## src/rtl/vec_add_accum_if.sv

```systemverilog
// Vector adder/accumulator operand, control and result bundle.
// The master drives operands, mode and flush; the slave returns the result word and status.
interface vec_add_accum_if #(
  parameter int LANES = 3,
  parameter int W     = 32,
  parameter int CNT_W = 16
);
  logic [LANES*W:0]  a;
  logic [LANES*W:0]  b;
  logic [1:0]        mode;
  logic              flush;
  logic [LANES*W:0]  o;
  logic              en;
  logic [CNT_W-1:0]  o_count;
  logic              acc_busy;

  modport master (output a, b, mode, flush, input o, en, o_count, acc_busy);
  modport slave  (input a, b, mode, flush, output o, en, o_count, acc_busy);
endinterface

```

## src/rtl/vec_add_accum.sv

```systemverilog
// N-lane fp32 element-wise add/sub or streaming accumulator with flush; PIPE-cycle latency.
// No backpressure: one input per cycle in every mode, null words travel as bubbles.
module fp32_add (
  input  logic [31:0] a,
  input  logic [31:0] b,
  input  logic        sub,
  output logic [31:0] o
);
  logic        w_sb, w_swap, w_sx, w_sy;
  logic [7:0]  w_ea, w_eb, w_ex, w_ey, w_d;
  logic [23:0] w_ma, w_mb, w_mx, w_my, w_mant;
  logic [26:0] w_ye, w_mask, w_norm;
  logic [27:0] w_sum;
  logic [9:0]  w_exp;
  logic [4:0]  w_lz, w_sh;
  logic [24:0] w_rnd;

  always_comb begin
    w_sb   = b[31] ^ sub;
    w_ea   = (a[30:23] == 8'd0) ? 8'd1 : a[30:23];
    w_eb   = (b[30:23] == 8'd0) ? 8'd1 : b[30:23];
    w_ma   = {a[30:23] != 8'd0, a[22:0]};
    w_mb   = {b[30:23] != 8'd0, b[22:0]};
    w_swap = {w_eb, w_mb} > {w_ea, w_ma};
    w_sx   = w_swap ? w_sb : a[31];
    w_sy   = w_swap ? a[31] : w_sb;
    w_ex   = w_swap ? w_eb : w_ea;
    w_ey   = w_swap ? w_ea : w_eb;
    w_mx   = w_swap ? w_mb : w_ma;
    w_my   = w_swap ? w_ma : w_mb;
    w_d    = w_ex - w_ey;
    w_mask = '0;
    // Smaller operand aligned with guard/round bits and a sticky LSB.
    if (w_d > 8'd26) begin
      w_ye = {26'd0, |w_my};
    end else begin
      w_mask = (27'd1 << w_d) - 27'd1;
      w_ye   = ({w_my, 3'b000} >> w_d) | {26'd0, |({w_my, 3'b000} & w_mask)};
    end
    w_sum = (w_sx == w_sy) ? ({1'b0, w_mx, 3'b000} + {1'b0, w_ye})
                           : ({1'b0, w_mx, 3'b000} - {1'b0, w_ye});
    w_lz = 5'd27;
    for (int i = 0; i < 27; i++) begin
      if (w_sum[i]) w_lz = 5'(26 - i);
    end
    w_sh = '0;
    if (w_sum[27]) begin
      w_norm = {w_sum[27:2], w_sum[1] | w_sum[0]};
      w_exp  = {2'b00, w_ex} + 10'd1;
    end else begin
      w_sh   = ({5'd0, w_lz} > ({2'b00, w_ex} - 10'd1)) ? 5'(w_ex - 8'd1) : w_lz;
      w_norm = w_sum[26:0] << w_sh;
      w_exp  = {2'b00, w_ex} - {5'd0, w_sh};
    end
    w_rnd  = {1'b0, w_norm[26:3]} + {24'd0, w_norm[2] & (w_norm[1] | w_norm[0] | w_norm[3])};
    w_mant = w_rnd[23:0];
    if (w_rnd[24]) begin
      w_mant = w_rnd[24:1];
      w_exp  = w_exp + 10'd1;
    end
    if (!w_mant[23]) w_exp = '0;
    o = {w_sx, w_exp[7:0], w_mant[22:0]};
    if (w_exp >= 10'd255) o = {w_sx, 8'hFF, 23'd0};
    if (w_sum == 28'd0) o = {w_sx & w_sy, 31'd0};
    // Inf/NaN operands bypass the datapath.
    if (a[30:23] == 8'hFF || b[30:23] == 8'hFF) begin
      if ((a[30:23] == 8'hFF && a[22:0] != 23'd0) || (b[30:23] == 8'hFF && b[22:0] != 23'd0) ||
          (a[30:23] == 8'hFF && b[30:23] == 8'hFF && a[31] != w_sb))
        o = 32'h7FC00000;
      else if (a[30:23] == 8'hFF)
        o = a;
      else
        o = {w_sb, b[30:0]};
    end
  end
endmodule

module vec_add_accum #(
  parameter int LANES = 3,
  parameter int W     = 32,
  parameter int PIPE  = 2,
  parameter int CNT_W = 16
) (
  input  logic          clk,
  input  logic          reset,
  vec_add_accum_if.slave bus
);
  localparam int VW = LANES * W;
  localparam logic [VW:0] NULL_WORD = {1'b1, {VW{1'b0}}};

  logic [VW-1:0]    r_acc;
  logic [CNT_W-1:0] r_acc_cnt;
  logic [VW:0]      r_pipe_dat [PIPE];
  logic [CNT_W-1:0] r_pipe_cnt [PIPE];

  logic             w_acc_mode, w_a_vld, w_b_vld, w_acc_clr;
  logic [VW-1:0]    w_op_x, w_op_y, w_sum, w_acc_next;
  logic [CNT_W-1:0] w_cnt_next, w_s0_cnt;
  logic [VW:0]      w_s0_dat;

  assign w_acc_mode = bus.mode[1];
  assign w_a_vld    = ~bus.a[VW];
  assign w_b_vld    = ~bus.b[VW];
  assign w_acc_clr  = w_acc_mode & bus.flush;
  // One adder per lane serves both modes: a+-b element-wise, acc+-a when accumulating.
  assign w_op_x     = w_acc_mode ? r_acc : bus.a[VW-1:0];
  assign w_op_y     = w_acc_mode ? bus.a[VW-1:0] : bus.b[VW-1:0];

  for (genvar g = 0; g < LANES; g++) begin : g_lane
    fp32_add u_add (
      .a   (w_op_x[g*W +: W]),
      .b   (w_op_y[g*W +: W]),
      .sub (bus.mode[0]),
      .o   (w_sum[g*W +: W])
    );
  end

  always_comb begin
    w_acc_next = r_acc;
    w_cnt_next = r_acc_cnt;
    w_s0_dat   = NULL_WORD;
    w_s0_cnt   = '0;
    if (!w_acc_mode) begin
      if (w_a_vld && w_b_vld) w_s0_dat = {1'b0, w_sum};
    end else begin
      if (w_a_vld) begin
        w_acc_next = w_sum;
        if (r_acc_cnt != '1) w_cnt_next = r_acc_cnt + CNT_W'(1);
      end
      if (bus.flush && w_cnt_next != '0) begin
        w_s0_dat = {1'b0, w_acc_next};
        w_s0_cnt = w_cnt_next;
      end
    end
  end

  always_ff @(posedge clk) begin
    if (reset) begin
      r_acc     <= '0;
      r_acc_cnt <= '0;
      for (int i = 0; i < PIPE; i++) begin
        r_pipe_dat[i] <= NULL_WORD;
        r_pipe_cnt[i] <= '0;
      end
    end else begin
      r_acc         <= w_acc_clr ? '0 : w_acc_next;
      r_acc_cnt     <= w_acc_clr ? '0 : w_cnt_next;
      r_pipe_dat[0] <= w_s0_dat;
      r_pipe_cnt[0] <= w_s0_cnt;
      for (int i = 1; i < PIPE; i++) begin
        r_pipe_dat[i] <= r_pipe_dat[i-1];
        r_pipe_cnt[i] <= r_pipe_cnt[i-1];
      end
    end
  end

  assign bus.o        = r_pipe_dat[PIPE-1];
  assign bus.en       = ~r_pipe_dat[PIPE-1][VW];
  assign bus.o_count  = r_pipe_cnt[PIPE-1];
  assign bus.acc_busy = (r_acc_cnt != '0);
endmodule

```

## src/flat_wrapper.sv

```systemverilog
// flat-port wrapper written by rule: the top's interface ports become plain ports
module vec_add_accum_flat 
#(
  parameter int LANES = 3,
  parameter int W     = 32,
  parameter int PIPE  = 2,
  parameter int CNT_W = 16
)
  (clk, reset, bus_a, bus_b, bus_mode, bus_flush, bus_o, bus_en, bus_o_count, bus_acc_busy);
  vec_add_accum_if #(.LANES(LANES), .W(W), .CNT_W(CNT_W)) bus_i ();
  input  logic clk;
  input  logic reset;
  input wire logic [$bits(bus_i.a)-1:0] bus_a;
  input wire logic [$bits(bus_i.b)-1:0] bus_b;
  input wire logic [$bits(bus_i.mode)-1:0] bus_mode;
  input wire logic [$bits(bus_i.flush)-1:0] bus_flush;
  output wire logic [$bits(bus_i.o)-1:0] bus_o;
  output wire logic [$bits(bus_i.en)-1:0] bus_en;
  output wire logic [$bits(bus_i.o_count)-1:0] bus_o_count;
  output wire logic [$bits(bus_i.acc_busy)-1:0] bus_acc_busy;
  assign bus_i.a = bus_a;
  assign bus_i.b = bus_b;
  assign bus_i.mode = bus_mode;
  assign bus_i.flush = bus_flush;
  assign bus_o = bus_i.o;
  assign bus_en = bus_i.en;
  assign bus_o_count = bus_i.o_count;
  assign bus_acc_busy = bus_i.acc_busy;
  vec_add_accum #(.LANES(LANES), .W(W), .PIPE(PIPE), .CNT_W(CNT_W)) u_core (.clk(clk), .reset(reset), .bus(bus_i));
endmodule
```

## config.mk

```make
export PLATFORM = sky130hd
export DESIGN_NAME = vec_add_accum_flat
export DESIGN_NICKNAME = d
export VERILOG_FILES = /design/src/rtl/vec_add_accum_if.sv /design/src/rtl/vec_add_accum.sv /design/src/flat_wrapper.sv
export SDC_FILE = /design/constraint.sdc
export NUM_CORES = 2
export LEC_CHECK = 0
export CORE_MARGIN = 1
export CORE_UTILIZATION = 45
export DETAILED_ROUTE_END_ITERATION = 8
export PLACE_DENSITY_LB_ADDON = 0.08
export REMOVE_ABC_BUFFERS = 1
export SLEW_MARGIN = 10
export SYNTH_ARGS = -nofsm -noshare
export SYNTH_HDL_FRONTEND = slang
export SYNTH_SLANG_ARGS = --single-unit
export TNS_END_PERCENT = 30
```

## constraint.sdc

```tcl
create_clock -name clk -period 65.3 [get_ports clk]
set_input_delay 13.06 -clock clk [delete_from_list [all_inputs] [get_ports clk]]
set_output_delay 13.06 -clock clk [all_outputs]
set_load 0.01 [all_outputs]
```

==> impl_summary.md <==
Floorplan
The horizontal die dimension is 338.7 um. In this run the standard cell core region covers 112,500 um^2. After floorplanning, the core was divided into 123 placement rows. In this run the vertical extent of the chip is 338.7 um.

The overall die area is 114,700 um^2. 314 I/O pins were placed. The initial core utilization is 45.35%.

Pwr
For this design the ratio of total power to cell area is 51.96 nW/um^2. The combinational cell fraction of total power is 82.3%. The post-layout total power is 2879 uW.

The maximum vdd drop is 0.02722 mV. The part of the power in the clock network is 7.6%. Sequential cells burn 10.1% of the power. The switching power summed over all nets is 1745 uW. Net switching is 60.61% of the power. The internal portion of total power is 1134 uW. The total leakage power is 0.02194 uW.

Drt
Dividing the detail-routed via count by the number of cells gives 6.820. The count of nets left with antenna violations once routing finished came out at 0. After detailed routing, the met3 layer carries 26,290 um of wire.

The average detailed-routed wire length per instance is 27.74 um. In the routed design, unresolved DRC markers number 0. The wire length the detailed router placed on met1 is 99,270 um. The total vias in the final route is 59,413. After detailed routing, the met2 layer carries 99,730 um of wire. The post-detailed-routing wire length is 241,700 um. The detailed-routing iteration count for the pre-antenna-repair pass is 9.

For this block, the initial DRC count from the detailed router was 8,150. After detailed routing, no signal wire sits above met5.

Finish
The filler-free cell count of the finished design is 8,712. The sequential cells in the finished layout cover a total of 6766 um^2. In the final layout, the multi-input gates occupy 40,250 um^2. Cells with a size suffix above 1 make up 7.284% of the layout. Measured on the finished design, the core utilization comes to 49.25%. For this run, the post-layout net count is 7,682.

The area growth from synthesis to layout is 8.606%. The filler cells instantiated in the layout total 11,460.

Synthesis
Of all cell types, the one taking the most synthesized area is sky130_fd_sc_hd__dfxtp_1. Dividing the synthesized area by the synthesized cell count gives 7.026 um^2. In this run, synthesis inferred 0 flip-flops with an integrated enable. The synthesis-stage register bit count is 338.

Sequential cells were found to cover 13.26% of the synthesized design area. The number of distinct library cell variants in the gate-level netlist after synthesis is 127. The area share of the leading cell type in the synthesized netlist is 13.26%.

The area of the mapped netlist is 51,020 um^2. The most used flip-flop cell after synthesis is sky130_fd_sc_hd__dfxtp_1. The fraction of registers with async set/reset is 0%. The number of warnings printed during yosys synthesis is 0.

In the post-synthesis netlist, the biggest area contributors are sky130_fd_sc_hd__dfxtp_1 13%, sky130_fd_sc_hd__ha_1 7.3%, sky130_fd_sc_hd__a21oi_1 6.1%, sky130_fd_sc_hd__mux2i_1 5.5%, sky130_fd_sc_hd__nand2_1 5.5%. Synthesis produced 7,261 cells.

Global routing
The initial antenna violation count is 9. Global routing consumed, over all layers together, 40.04% of the routing resources. The first global-routing pass estimated 356,000 um of wire.

The pin count of the biggest net entering global routing is 68. The via count of the first global-routing pass was 54,397. The global-route congestion overflow total is 0.

Setup path
The data required time of the critical path is 65.83 ns. The cell that appears most often on the critical path is sky130_fd_sc_hd__buf_4. The startpoint identified for the worst register-to-register timing path is u_core.r_acc[23]. The worst-path cell with the longest stage delay is sky130_fd_sc_hd__xor2_1. The critical path's top delay family is compound AO/OA/AOI/OAI gates. Counting cells, the worst reg-to-reg path comes to 69. The combined buffer and inverter count along the critical path is 12. The setup path with the least slack is of type in -> reg.

In this run the register-to-register setup slack is 44.85 ns. The worst setup path is launched from an input pin. The capture instance of the worst register-to-register path is u_core.r_pipe_dat[0][21].

The largest single stage delay on the critical path is 0.96 ns. Along the worst path, the maximum fanout reaches 63. STA puts the critical path data arrival time at 34.43 ns. The worst setup path is captured at a flop.

Clocking
In this run the post-CTS setup repair buffer count came out at 0. The total number of H-tree levels is 2. After clock tree synthesis, the flow added hold-fix buffers numbering 0. The clock-pin slew reported for the worst setup and hold paths after clock tree synthesis is 0.06 ns. The longest clock path from root to sink contains 3 buffers. The post-cts resize count is 0. The later-pin clock latency in the skew report is 0.59 ns. Counting the buffers created by CTS gives 36.

The CTS tree is done. The cell at the root of the clock tree is sky130_fd_sc_hd__clkbuf_16. For this design, the sink count on the clock tree is 338.

Run
The tool flagged a number of max-cap violations equal to 0.

Placement
The weighted congestion reported at the end of routability-driven placement is 1.077. The final HPWL from detailed placement is 191,200 um. The count of port buffers added during placement is 313.

Including well taps, the total number of placed cells is 8,643.

Hold path
Along the worst hold path, the cell count comes to 1. The worst min-delay path class is reg -> reg. The endpoint of the worst hold path is u_core.r_pipe_dat[0][193]. The hold path startpoint is u_core.r_pipe_dat[0][96].

STA
The headroom to the max-slew limit is 6.659%. The slew at the pin closest to its max-slew limit is 1.390 ns. For the finished layout, the period the worst path requires is 33.90 ns.

The portion of the clock cycle consumed by the worst path in the final layout is 51.92%. The number of max-slew violations in the final report is 0. Timing would allow up to 29.50 MHz. Setup repair after global routing left no endpoint under its margin. For the final database, setup skew stands at 0.03417 ns.

The count of final setup violators is 0. The aggregate negative setup slack is 0 ns. The final hold violation count is 0.

Status
The run finished with clean final reports.
==> metal layers <==
metal | vias to the layer above | GRT usage (%)
met5 | - | 0
met4 | 2 | 22.88
met3 | 618 | 8.238
met2 | 3646 | 59.01
met1 | 28280 | 53.85
li1 | 26867 | -
==> cells by family after synthesis <==
kind of cell	Yosys count	synth area share (%)
buffers and inverters	862	8.128
multiplexers	422	9.234
adder cells (fa/ha/maj)	305	7.554
flip-flops	338	13.26
AND/OR/NAND/NOR	2735	26.37
XOR/XNOR	194	3.345
AO/OA/AOI/OAI	2405	32.11
==> how the worst max path moves through the flow <==
stage                start  cells past startpoint                        to  slack (ns)
6_report       bus_mode[1]                     71  u_core.r_pipe_dat[0][21]       31.40
3_3_place_gp   bus_mode[1]                     67          u_core.r_acc[84]       31.59
5_1_grt        bus_mode[1]                     67          u_core.r_acc[84]       30.40
3_5_place_dp   bus_mode[1]                     67          u_core.r_acc[83]       31.45
2_1_floorplan    bus_a[30]                     61          u_core.r_acc[21]       32.82
4_1_cts        bus_mode[1]                     67          u_core.r_acc[83]       31.95
==> placed cells by master, fill, tap and decap left out, types with 70 or more instances in the layout <==
cell                              instances
sky130_fd_sc_hd__buf_4                  130
sky130_fd_sc_hd__and2_1                  82
sky130_fd_sc_hd__nand2_1                741
sky130_fd_sc_hd__nand3_1                188
sky130_fd_sc_hd__a211oi_1               133
sky130_fd_sc_hd__nor3_1                 189
sky130_fd_sc_hd__ha_1                   296
sky130_fd_sc_hd__nor2b_1                161
sky130_fd_sc_hd__o31ai_1                 78
sky130_fd_sc_hd__o21ai_0                430
sky130_fd_sc_hd__o211ai_1               111
sky130_fd_sc_hd__mux2_2                 115
sky130_fd_sc_hd__mux2i_1                278
sky130_fd_sc_hd__nand4_1                125
sky130_fd_sc_hd__or3_1                   74
sky130_fd_sc_hd__a21o_1                  95
sky130_fd_sc_hd__inv_1                  290
sky130_fd_sc_hd__dfxtp_1                338
sky130_fd_sc_hd__a32o_1                  86
sky130_fd_sc_hd__clkdlybuf4s50_1        311
sky130_fd_sc_hd__nor2_1                 718
sky130_fd_sc_hd__nor4_1                  83
sky130_fd_sc_hd__xnor2_1                123
sky130_fd_sc_hd__a21oi_1                620
sky130_fd_sc_hd__nand2b_1                78
sky130_fd_sc_hd__a31oi_1                 70
==> power by group through the flow <==
stage          sequential (uW)  combinational, uW  clock, uW
2_1_floorplan              256               1520          0
3_3_place_gp               292               2280          0
3_5_place_dp               291               2260          0
4_1_cts                    287               2270        223
5_1_grt                    289               2500        233
6_report                   290               2370        220
==> cells in the mapped netlist (all sizes together) (49+ instances only) <==
library cell / number
o21ai: 464
ha: 296
a211o: 49
a211oi: 136
o21a: 50
nor4: 91
a31oi: 70
inv: 299
mux2: 116
clkbuf: 252
o22ai: 69
o211ai: 112
nor2b: 161
and3: 69
nor3: 200
o31ai: 80
nand3: 190
mux2i: 279
dfxtp: 338
nand2b: 78
buf: 301
nor2: 731
or2: 49
a32o: 86
nand4: 126
a21oi: 633
nand2: 744
xor2: 69
or3: 74
a21o: 96
xnor2: 125
and2: 84
==> final cells by class <==
type / instances / share of cell area [%]
Multi-Input combinational cell: 6061 / 72.64
Sequential cell: 338 / 12.21
Timing Repair Buffer: 442 / 7.407
Tap cell: 1500 / 3.387
Inverter: 302 / 2.046
Clock buffer: 47 / 1.811
Clock inverter: 18 / 0.4787
Antenna cell: 4 / 0.01807
==> stage by stage <==
stage	cell area [um^2]	hold WS [ns]	setup slack, ns
final	55410	0.4270	31.40
after global routing	55400	0.4364	30.40
after CTS	55390	0.4306	31.95
after detailed placement	54130	0.4122	31.45
after global placement	54130	0.3970	31.59
after floorplan	48000	0.3895	32.82
==> registers in the layout, summed over array words and instances, names as in the netlist <==
signal,flops
u_core.r_pipe_cnt,32
u_core.r_acc_cnt,16
u_core.r_acc,96
u_core.r_pipe_dat,194
Power figures use the tool's default switching activity.
